--- src/rtl/matmul_pkg.sv ---
// Shared types and default sizes for the matrix-multiply processing element.
// Module parameters default from the PE_* constants so a grid can be resized in one place.
package matmul_pkg;

   localparam int PE_DATA_WIDTH = 8;
   localparam int PE_BUS_WIDTH  = 32;
   localparam int PE_MAX_DIM    = PE_BUS_WIDTH / PE_DATA_WIDTH;
   localparam int DIM_W         = $clog2(PE_MAX_DIM) + 1;

   typedef logic [PE_DATA_WIDTH-1:0] elem_t;
   typedef logic [PE_BUS_WIDTH-1:0]  acc_t;

   typedef enum logic [1:0] {
      IDLE = 2'd0,
      ACC  = 2'd1,
      DONE = 2'd2
   } pe_state_t;

endpackage

--- src/rtl/matmul_mac.sv ---
// Combinational extend-multiply-accumulate with overflow flag; zero latency, no flow control.
// Signed mode checks two's-complement overflow, unsigned mode reports carry out of the accumulator.
module matmul_mac #(
   parameter int DATA_WIDTH = 8,
   parameter int BUS_WIDTH  = 32
) (
   input  logic                  i_signed,
   input  logic [DATA_WIDTH-1:0] i_a,
   input  logic [DATA_WIDTH-1:0] i_b,
   input  logic [BUS_WIDTH-1:0]  i_acc,
   output logic [BUS_WIDTH-1:0]  o_sum,
   output logic                  o_ovf
);

   // One guard bit per operand lets a single signed multiplier serve both modes.
   localparam int PW = 2 * DATA_WIDTH + 2;

   logic signed [DATA_WIDTH:0] w_a_ext;
   logic signed [DATA_WIDTH:0] w_b_ext;
   logic signed [PW-1:0]       w_a_wide;
   logic signed [PW-1:0]       w_b_wide;
   logic signed [PW-1:0]       w_prod;
   logic [BUS_WIDTH-1:0]       w_prod_ext;
   logic                       w_carry;

   assign w_a_ext    = $signed({i_signed & i_a[DATA_WIDTH-1], i_a});
   assign w_b_ext    = $signed({i_signed & i_b[DATA_WIDTH-1], i_b});
   assign w_a_wide   = PW'(w_a_ext);
   assign w_b_wide   = PW'(w_b_ext);
   assign w_prod     = w_a_wide * w_b_wide;
   assign w_prod_ext = {{(BUS_WIDTH-PW){w_prod[PW-1]}}, w_prod};

   assign {w_carry, o_sum} = {1'b0, i_acc} + {1'b0, w_prod_ext};

   assign o_ovf = i_signed ? ((i_acc[BUS_WIDTH-1] == w_prod_ext[BUS_WIDTH-1]) &&
                              (o_sum[BUS_WIDTH-1] != i_acc[BUS_WIDTH-1]))
                           : w_carry;

endmodule

--- src/rtl/matmul_pe.sv ---
// Systolic MAC cell: accumulates k beats onto a preload, forwards A/B/valid with 1-cycle latency.
// No backpressure; done_o pulses one cycle after the k-th beat, start_i restarts from any state.
module matmul_pe #(
   parameter int DATA_WIDTH = matmul_pkg::PE_DATA_WIDTH,
   parameter int BUS_WIDTH  = matmul_pkg::PE_BUS_WIDTH,
   parameter int MAX_DIM    = BUS_WIDTH / DATA_WIDTH,
   parameter int DIM_W      = $clog2(MAX_DIM) + 1
) (
   input  logic                  clk_i,
   input  logic                  rst_ni,
   input  logic                  start_i,
   input  logic [DIM_W-1:0]      k_i,
   input  logic                  signed_i,
   input  logic                  bias_en_i,
   input  logic [BUS_WIDTH-1:0]  bias_i,
   input  logic                  valid_i,
   input  logic [DATA_WIDTH-1:0] a_i,
   input  logic [DATA_WIDTH-1:0] b_i,
   output logic                  valid_o,
   output logic [DATA_WIDTH-1:0] a_o,
   output logic [DATA_WIDTH-1:0] b_o,
   output logic [BUS_WIDTH-1:0]  acc_o,
   output logic                  overflow_o,
   output logic                  done_o,
   output logic                  busy_o
);

   import matmul_pkg::*;

   pe_state_t             r_state;
   pe_state_t             w_state_nxt;
   logic                  w_accum;
   logic [DIM_W-1:0]      r_cnt;
   logic [DIM_W-1:0]      r_k;
   logic [DIM_W-1:0]      w_k_eff;
   logic [DIM_W-1:0]      w_cnt_inc;
   logic                  r_signed;
   logic [BUS_WIDTH-1:0]  r_acc;
   logic                  r_ovf;
   logic                  r_vld;
   logic [DATA_WIDTH-1:0] r_a;
   logic [DATA_WIDTH-1:0] r_b;
   logic [BUS_WIDTH-1:0]  w_preload;
   logic [BUS_WIDTH-1:0]  w_mac_acc;
   logic                  w_mac_signed;
   logic [BUS_WIDTH-1:0]  w_sum;
   logic                  w_ovf;

   assign w_k_eff   = (k_i > DIM_W'(MAX_DIM)) ? DIM_W'(MAX_DIM) : k_i;
   assign w_cnt_inc = r_cnt + DIM_W'(1);
   assign w_preload = bias_en_i ? bias_i : '0;

   // A beat arriving with start_i accumulates on top of the fresh preload in the new mode.
   assign w_mac_acc    = start_i ? w_preload : r_acc;
   assign w_mac_signed = start_i ? signed_i  : r_signed;

   matmul_mac #(
      .DATA_WIDTH (DATA_WIDTH),
      .BUS_WIDTH  (BUS_WIDTH)
   ) u_mac (
      .i_signed (w_mac_signed),
      .i_a      (a_i),
      .i_b      (b_i),
      .i_acc    (w_mac_acc),
      .o_sum    (w_sum),
      .o_ovf    (w_ovf)
   );

   always_ff @(posedge clk_i or negedge rst_ni) begin
      if (!rst_ni) r_state <= IDLE;
      else         r_state <= w_state_nxt;
   end

   always_comb begin
      w_state_nxt = r_state;
      w_accum     = 1'b0;
      if (start_i) begin
         if (w_k_eff == '0) begin
            w_state_nxt = DONE;
         end else begin
            w_accum     = valid_i;
            w_state_nxt = (valid_i && w_k_eff == DIM_W'(1)) ? DONE : ACC;
         end
      end else begin
         case (r_state)
            ACC: begin
               if (valid_i) begin
                  w_accum = 1'b1;
                  if (w_cnt_inc == r_k) w_state_nxt = DONE;
               end
            end
            DONE:    w_state_nxt = IDLE;
            default: w_state_nxt = r_state;
         endcase
      end
   end

   always_ff @(posedge clk_i or negedge rst_ni) begin
      if (!rst_ni) begin
         r_cnt    <= '0;
         r_k      <= '0;
         r_signed <= 1'b0;
         r_acc    <= '0;
         r_ovf    <= 1'b0;
      end else if (start_i) begin
         r_k      <= w_k_eff;
         r_signed <= signed_i;
         r_acc    <= w_accum ? w_sum : w_preload;
         r_ovf    <= w_accum & w_ovf;
         r_cnt    <= w_accum ? DIM_W'(1) : '0;
      end else if (w_accum) begin
         r_acc    <= w_sum;
         r_ovf    <= r_ovf | w_ovf;
         r_cnt    <= w_cnt_inc;
      end
   end

   always_ff @(posedge clk_i or negedge rst_ni) begin
      if (!rst_ni) begin
         r_vld <= 1'b0;
         r_a   <= '0;
         r_b   <= '0;
      end else begin
         r_vld <= valid_i;
         if (valid_i) begin
            r_a <= a_i;
            r_b <= b_i;
         end
      end
   end

   assign valid_o    = r_vld;
   assign a_o        = r_a;
   assign b_o        = r_b;
   assign acc_o      = r_acc;
   assign overflow_o = r_ovf;
   assign done_o     = (r_state == DONE);
   assign busy_o     = (r_state == ACC);

endmodule
--- config.mk ---
export PLATFORM = sky130hd
export DESIGN_NAME = matmul_pe
export DESIGN_NICKNAME = d
export VERILOG_FILES = /design/src/rtl/matmul_pkg.sv /design/src/rtl/matmul_mac.sv /design/src/rtl/matmul_pe.sv
export SDC_FILE = /design/constraint.sdc
export NUM_CORES = 1
export LEC_CHECK = 0
export CAP_MARGIN = 20
export CORE_ASPECT_RATIO = 1.75
export CORE_UTILIZATION = 40
export DETAILED_ROUTE_END_ITERATION = 8
export SLEW_MARGIN = 15
export SYNTH_ARGS = -nofsm -noshare
export SYNTH_HDL_FRONTEND = slang
export SYNTH_SLANG_ARGS = --single-unit
--- constraint.sdc ---
create_clock -name clk_i -period 9.2 [get_ports clk_i]
set_clock_uncertainty 0.1 [all_clocks]
set_input_delay 2.3 -clock clk_i [delete_from_list [all_inputs] [get_ports clk_i]]
set_output_delay 2.3 -clock clk_i [all_outputs]
set_load 0.005 [all_outputs]
==> results of run 1 <==
[routing by layer]
metal	vias up	wire, um	global-route usage, %
li1	3550	-	-
met1	3496	8010	23.2
met2	158	12600	48.1
met3	62	640	2.86
met4	0	986	12.8
met5	-	0	0
[layout by cell type, fill, tap and decap left out, types with 4 or more instances in the layout]
cell	instances
clkdlybuf4s50_1	90
a22o_1	6
o211ai_1	4
buf_4	134
dfrtp_1	59
o22ai_1	4
o21a_1	8
fa_1	71
a21oi_2	7
or3_1	5
mux2i_1	5
ha_1	59
nand3_1	32
buf_6	7
nand2_1	84
dlygate4sd2_1	11
nor3_1	16
o21bai_1	7
nand2b_1	6
xnor2_2	4
nor2b_1	6
mux2_2	17
and2_1	37
a31oi_1	8
o21ai_0	58
nor2_1	56
xnor2_1	34
inv_1	129
a21o_1	8
a21oi_1	53
a311oi_1	13
xor2_1	15
o21ai_1	14
clkbuf_16	9
[synthesized netlist by cell type (all sizes together), types with 2 or more instances]
master / count / area share [%]
a211oi: 3 / 0.35
a21o: 8 / 0.77
a21oi: 62 / 4.1
a22o: 6 / 0.68
a22oi: 2 / 0.19
a311oi: 13 / 1.5
a31oi: 9 / 0.73
and2: 40 / 3.2
and3: 3 / 0.24
buf: 8 / 0.47
clkbuf: 40 / 1.9
dfrtp: 59 / 19
fa: 71 / 18
ha: 61 / 9.8
inv: 133 / 6.4
mux2: 18 / 2.7
mux2i: 7 / 0.90
nand2: 87 / 4.2
nand2b: 6 / 0.48
nand3: 32 / 2.1
nand4: 2 / 0.16
nor2: 58 / 2.8
nor2b: 7 / 0.56
nor3: 17 / 1.1
o211ai: 6 / 0.71
o21a: 9 / 0.87
o21ai: 73 / 4.7
o21bai: 7 / 0.68
o22ai: 4 / 0.32
o31a: 2 / 0.23
o31ai: 4 / 0.45
or2: 3 / 0.24
or3: 7 / 0.69
or4: 2 / 0.19
xnor2: 38 / 4.4
xor2: 16 / 1.9
[per-stage QoR]
step | hold slack (ps) | setup WS, ps
floorplan | 376 | -364
global placement | 376 | -791
detailed placement | 383 | -898
CTS | 397 | -225
global route | 424 | -379
finish | 398 | -53.6
[registers in the layout, summed over array words and instances, names as in the netlist]
signal and flops:
a_o 8, acc_o 32, b_o 8, overflow_o 1, r_cnt 3, r_k 3, r_signed 1, r_state 2
valid_o 1
[cell families (layout without fill, tap and decap cells)]
kind of cell	after synthesis	in the layout
AND/OR/NAND/NOR	266	266
adder cells (fa/ha/maj)	133	133
AO/OA/AOI/OAI	218	218
XOR/XNOR	54	54
buffers and inverters	182	399
multiplexers	25	25
flip-flops	59	59
[layout make-up]
| type | instances | share of cell area, % |
|---|---|---|
| Multi-Input combinational cell | 696 | 55.1 |
| Timing Repair Buffer | 249 | 20.4 |
| Sequential cell | 59 | 14.1 |
| Inverter | 134 | 4.84 |
| Tap cell | 241 | 2.88 |
| Clock buffer | 10 | 2.29 |
| Clock inverter | 6 | 0.395 |
[worst max-delay path by stage]
stage	end	slack [ps]
floorplan	acc_o[29]	-360
global placement	acc_o[29]	-790
detailed placement	acc_o[29]	-900
CTS	acc_o[29]	-230
global route	acc_o[29]	-380
finish	acc_o[29]	-50
[timing repair]
item	4_1_cts	5_1_grt
setup buffers	5	6
pin swaps	26	18
gates resized for setup	37	30
setup endpoints to repair	11	13
[critical path: cells and delay by family]
| family | cells | cell delay (ps) |
|---|---|---|
| AOI/OAI and AO/OA | 12 | 1740 |
| xor gates and xnor gates | 2 | 310 |
| adders and majority gates | 8 | 3340 |
| buffers and inverters | 6 | 350 |
| muxes | 3 | 610 |
| and+or+nand+nor | 4 | 690 |
==> results.toml, run 1 <==
[synthesis]
synth-xor-area-share_pct = 6.29
synth.distinct_cells = 62
async_flop_share_pct = 100
syn_avg_cell_area_um2 = 8.28
synthMuxAreaShare_pct = 3.57
ys.flop_type = "dfrtp_1"
yosys.area_share.adder_pct = 28.3
synth_fp_nets = 1126
synth_area_um2 = 7760
synth_compound_area_share_pct = 17.7
yosys_warnings = 0
synth_top_family_by_area = "adder cells"
ys_ff_latch = 59
synth_edf_count = 0
synthSimpleGateAreaFrac_pct = 16.2
ys_seq_area_share_pct = 19.0
syn_inst = 937

[cts]
h-tree-depth = 3
cts_root_buf = "clkbuf_16"
cts.sinks = 59
clock_latency_ps = 350
numCtsBuffers = 9
cts_tree = "done"
clk_pin_slew_ps = 50
clk_path_buf_depth = 2
postCtsHoldBufs = 0

[job]
cap_violations = 0

[timing]
slew_headroom_pct = 30.8
period_needed_ps = 9250
hold_viol = 0
setup_violations = 2
worst_slack_ps = -53.6
period_share_pct = 101
worst_slew_pin_slew_ps = 1030
maxSlewViolCount = 0
rsz0062_at_grt = "yes"
max_freq_mhz = 108
tns_ps = -75.3

[global_route]
grt_usage_pct = 23.9
antenna_found_initial = 0
grt_pass1_wl_um = 36600
overflow = 0
grt_pass1_vias = 7675
grt_start_max_net_pins = 70

[detailed_routing]
drt-initial-drc-count = 251
wl_per_cell_um = 16.0
drc = 0
num_vias = 7266
wl_um = 22300
ant_nets = 0
first_pass_iters = 4
via_per_inst = 5.21

[place]
dp_cells = 1369
placed_cell_area_um2 = 9980
dp_hpwl_um = 17800
place.gp.congestion = 0.952
port_buffers = 108

[setup_path]
critPathLaunchType = "primary input"
worst-path-max-fanout = 3
critPathSlowestCell = "fa_1"
end_kind = "flip-flop"
worst-setup-path-type = "in2reg"
critPathLaunch = "start_i"
cp.arrival_ps = 9350
reg2reg_depth = 32
crit_required_ps = 9300
crit_top_cell = "fa_1"
max_stage_delay_ps = 540
r2r-end = "acc_o[29]"
worstReg2RegStart = "r_signed"
ff2ff_setup_slack_ps = 1730

[cells_and_area]
drive_above_1_share_pct = 19.8
fin_area_um2 = 10500
fillCellCount = 1829
regArea_um2 = 1480
antenna_cells = 0
layout.nets = 1338
utilization_pct = 54.7
multi_input_area_um2 = 5760
syn_to_final_growth_pct = 34.8
fin_cells = 1395

[min_path]
min_path_type = "reg2reg"
worstHoldPathCells = 2
holdPathEnd = "overflow_o"
hold_start = "overflow_o"

[outcome]
outcome = "complete, but fails checks"
violations = "setup timing"

[floorplan]
fp.coreArea_um2 = 19100
rows = 67
die_height_um = 186
ioPinCount = 109
start_util_pct = 40.6
die_w_um = 107
dieArea_um2 = 20000
Power of run 1 is not shown: default switching activity piles up to over one toggle a cycle in this logic, so the estimate is an artifact.
==> run 2: changes to the inputs <==
Clock period 9.2 ns to 8.8 ns, I/O delays scaled along.
==> results.toml, run 2 (synthesis gave the netlist of run 1 again) <==
[setup_path]
cp.arrival_ps = 9330
ff2ff_setup_slack_ps = 1240
end_kind = "flip-flop"
critPathLaunchType = "primary input"
critPathSlowestCell = "fa_1"
crit_top_cell = "fa_1"
worstReg2RegStart = "r_signed"
r2r-end = "acc_o[29]"
crit_required_ps = 8900
max_stage_delay_ps = 530
worst-setup-path-type = "in2reg"
cp-endpoint = "acc_o[29]"
reg2reg_depth = 34
worst-path-max-fanout = 3
critPathLaunch = "start_i"

[floorplan]
ioPinCount = 109
start_util_pct = 40.6
die_w_um = 107
dieArea_um2 = 20000
fp.coreArea_um2 = 19100
die_height_um = 186
rows = 67

[timing]
period_share_pct = 105
worst_slack_ps = -432
rsz0062_at_grt = "yes"
worst_slew_pin_slew_ps = 1000
maxSlewViolCount = 0
setup_violations = 7
max_freq_mhz = 108
period_needed_ps = 9230
hold_viol = 0
slew_headroom_pct = 32.8
finalHoldWorstSlack_ps = 393

[place]
dp_hpwl_um = 17900
port_buffers = 108
pre_cts_ws_ps = -1150
place.gp.congestion = 0.977

[global_route]
grt_pass1_wl_um = 37100
grt_usage_pct = 24.1
grt_start_max_net_pins = 70
antenna_found_initial = 0
overflow = 0
grt_pass1_vias = 7847

[cells_and_area]
drive_above_1_share_pct = 21.4
antenna_cells = 0
fillCellCount = 1764
regArea_um2 = 1480
layout_commonest_cell = "buf_4"
multi_input_area_um2 = 5850
largest_register_ffs = 32
syn_to_final_growth_pct = 38.1
layout.nets = 1354
utilization_pct = 56.0
most-common-layout-cells = "buf_4, inv_1, clkdlybuf4s50_1"

[detailed_routing]
wl_per_cell_um = 16.1
num_vias = 7387
wl_um = 22600
via_per_inst = 5.24
first_pass_iters = 5
drt-initial-drc-count = 286
ant_nets = 0
drc = 0

[min_path]
min_path_type = "reg2reg"

[cts]
h-tree-depth = 3
cts_root_buf = "clkbuf_16"
cts.sinks = 59
clk_pin_slew_ps = 60
numCtsBuffers = 9
clock_latency_ps = 350
clk_path_buf_depth = 2
postCtsHoldBufs = 0
cts_tree = "done"

[outcome]
outcome = "complete, but fails checks"
violations = "setup timing"

[job]
cap_violations = 0
-- run 2: layer usage --
metal,global-route usage [%],share of wire [%]
met1,23.9,36
met2,47.8,56
met3,2.86,3.1
met4,12.7,4.7
met5,0,0
-- run 2: worst min-delay path by stage --
stage / end / cells past startpoint / slack, ps / startpoint
2_1_floorplan: overflow_o / 2 / 380 / overflow_o
3_3_place_gp: overflow_o / 2 / 370 / overflow_o
3_5_place_dp: overflow_o / 2 / 390 / overflow_o
4_1_cts: overflow_o / 2 / 400 / overflow_o
5_1_grt: overflow_o / 2 / 420 / overflow_o
6_report: overflow_o / 2 / 390 / overflow_o
-- run 2: worst max-delay path, delay by kind of cell --
family	cells	cell delay [ps]
XOR/XNOR	2	280
AO/OA/AOI/OAI	12	1830
adder cells (fa/ha/maj)	8	3400
buffers and inverters	6	350
multiplexers	3	610
AND/OR/NAND/NOR	4	630
-- run 2: cell type report --
type / instances / area share (%)
sequential: 59 / 13.8
timing repair buffer: 265 / 21.5
tap: 241 / 2.82
multi-input combinational: 696 / 54.6
inverter: 134 / 4.72
clock buffer: 10 / 2.14
clock inverter: 5 / 0.514
-- run 2: per-stage QoR --
stage                     setup TNS [ps]  cell area (um^2)  std cells
after global placement            -11040             10100       1380
final                              -2470             10700       1410
after detailed placement          -13210             10100       1380
after floorplan                    -4290              7860        937
after CTS                          -3330             10500       1403
after global routing               -5930             10700       1410
-- run 2: what timing repair did --
item	4_1_cts	5_1_grt
buffers inserted	8	11
hold endpoints to repair	0	0
resized for setup	46	43
setup endpoints to repair	14	15
gates cloned	0	0
pin swaps	37	45
Power of run 2 is left out for the same reason.
==> run 3: changes to the inputs <==
--- a/config.mk
+++ b/config.mk
@@ -11,3 +11,2 @@
 export DETAILED_ROUTE_END_ITERATION = 8
-export SLEW_MARGIN = 15
 export SYNTH_ARGS = -nofsm -noshare
==> constraint.sdc (replaced) <==
create_clock -name clk_i -period 9.1 [get_ports clk_i]
set_clock_uncertainty 0.1 [all_clocks]
set_input_delay 2.73 -clock clk_i [delete_from_list [all_inputs] [get_ports clk_i]]
set_output_delay 2.73 -clock clk_i [all_outputs]
set_load 0.005 [all_outputs]
==> results.toml, run 3 (synthesis gave the netlist of run 1 again) <==
[place]
placed_cell_area_um2 = 10000
place.gp.congestion = 0.889
port_buffers = 108
pre_cts_ws_ps = -1390
dp_hpwl_um = 17800

[timing]
worst_slack_ps = -559
tns_ps = -3880
setup_violations = 10
slew_headroom_pct = 32.2
worst_slew_pin_slew_ps = 1020
period_share_pct = 106
rsz0062_at_grt = "yes"
period_needed_ps = 9660
max_freq_mhz = 104
hold_viol = 0
maxSlewViolCount = 0

[cts]
clk_path_buf_depth = 2
cts_tree = "done"
h-tree-depth = 3
clock_latency_ps = 350
clk_pin_slew_ps = 60
cts_root_buf = "clkbuf_16"
numCtsBuffers = 9
cts.sinks = 59

[global_route]
antenna_found_initial = 0
grt_start_max_net_pins = 70
grt_pass1_wl_um = 36200
overflow = 0
grt_pass1_vias = 7667
grt_usage_pct = 23.6

[setup_path]
critPathLaunch = "start_i"
max_stage_delay_ps = 520
worstReg2RegStart = "r_signed"
reg2reg_depth = 34
end_kind = "flip-flop"
crit_top_cell = "fa_1"
worst-setup-path-type = "in2reg"
r2r-end = "acc_o[29]"
cp-endpoint = "acc_o[29]"
cp.arrival_ps = 9770
worst-path-max-fanout = 3
crit_required_ps = 9210
critPathLaunchType = "primary input"
ff2ff_setup_slack_ps = 1650
critPathSlowestCell = "fa_1"

[cells_and_area]
syn_to_final_growth_pct = 35.7
fin_area_um2 = 10500
layout.nets = 1336
antenna_cells = 0
largest_register_ffs = 32
layout_commonest_cell = "buf_4"
drive_above_1_share_pct = 20.0
most-common-layout-cells = "buf_4, inv_1, clkdlybuf4s50_1"

[detailed_routing]
via_per_inst = 5.24
num_vias = 7306
wl_um = 22200
drt-initial-drc-count = 233
ant_nets = 0
drc = 2
wl_per_cell_um = 15.9
first_pass_iters = 6

[floorplan]
die_height_um = 186
ioPinCount = 109
fp.coreArea_um2 = 19100
rows = 67
die_w_um = 107
dieArea_um2 = 20000
start_util_pct = 40.6

[outcome]
violations = "DRC, setup timing"
outcome = "complete, but fails checks"

[min_path]
min_path_type = "reg2reg"

[job]
cap_violations = 0
-- run 3: worst max-delay path, delay by kind of cell --
kind / cells / cell delay [ps]
AND/OR/NAND/NOR: 4 / 650
buffers and inverters: 6 / 400
multiplexers: 3 / 590
adder cells (fa/ha/maj): 8 / 3400
AO/OA/AOI/OAI: 12 / 1710
XOR/XNOR: 2 / 280
-- run 3: worst min-delay path by stage --
stage               start    endpoint  slack, ps  depth (start not counted)
6_report           a_o[7]      a_o[7]        410                          1
5_1_grt            a_o[3]      a_o[3]        420                          1
4_1_cts            a_o[3]      a_o[3]        410                          1
3_5_place_dp       a_o[3]      a_o[3]        390                          1
3_3_place_gp   overflow_o  overflow_o        370                          2
2_1_floorplan  overflow_o  overflow_o        380                          2
-- run 3: layout make-up --
type	count	area (um^2)
inverter	134	503
sequential	59	1480
clock buffer	11	243
fill	1822	8590
multi-input combinational	696	5810
clock inverter	5	62.6
timing repair buffer	247	2130
tap	241	302
-- run 3: through the flow --
stage          instances  hold slack (ps)  util, %
6_report            1393              405     55.1
2_1_floorplan        937              376        -
4_1_cts             1392              408     54.7
3_5_place_dp        1370              394     52.4
3_3_place_gp        1370              370     52.4
5_1_grt             1393              418     55.1
-- run 3: metal layers --
layer,vias up,global-route usage [%],wire length (um)
met1,3566,23.4,7830
met4,0,11.2,886
met3,51,2.30,697
met5,-,0,0
li1,3531,-,-
met2,158,47.8,12800
-- run 3: what timing repair did --
item,CTS,global route
pin swaps,41,24
setup buffers,6,1
resized for setup,54,14
hold buffers,0,0
setup endpoints to repair,16,18
Power of run 3 is left out for the same reason.
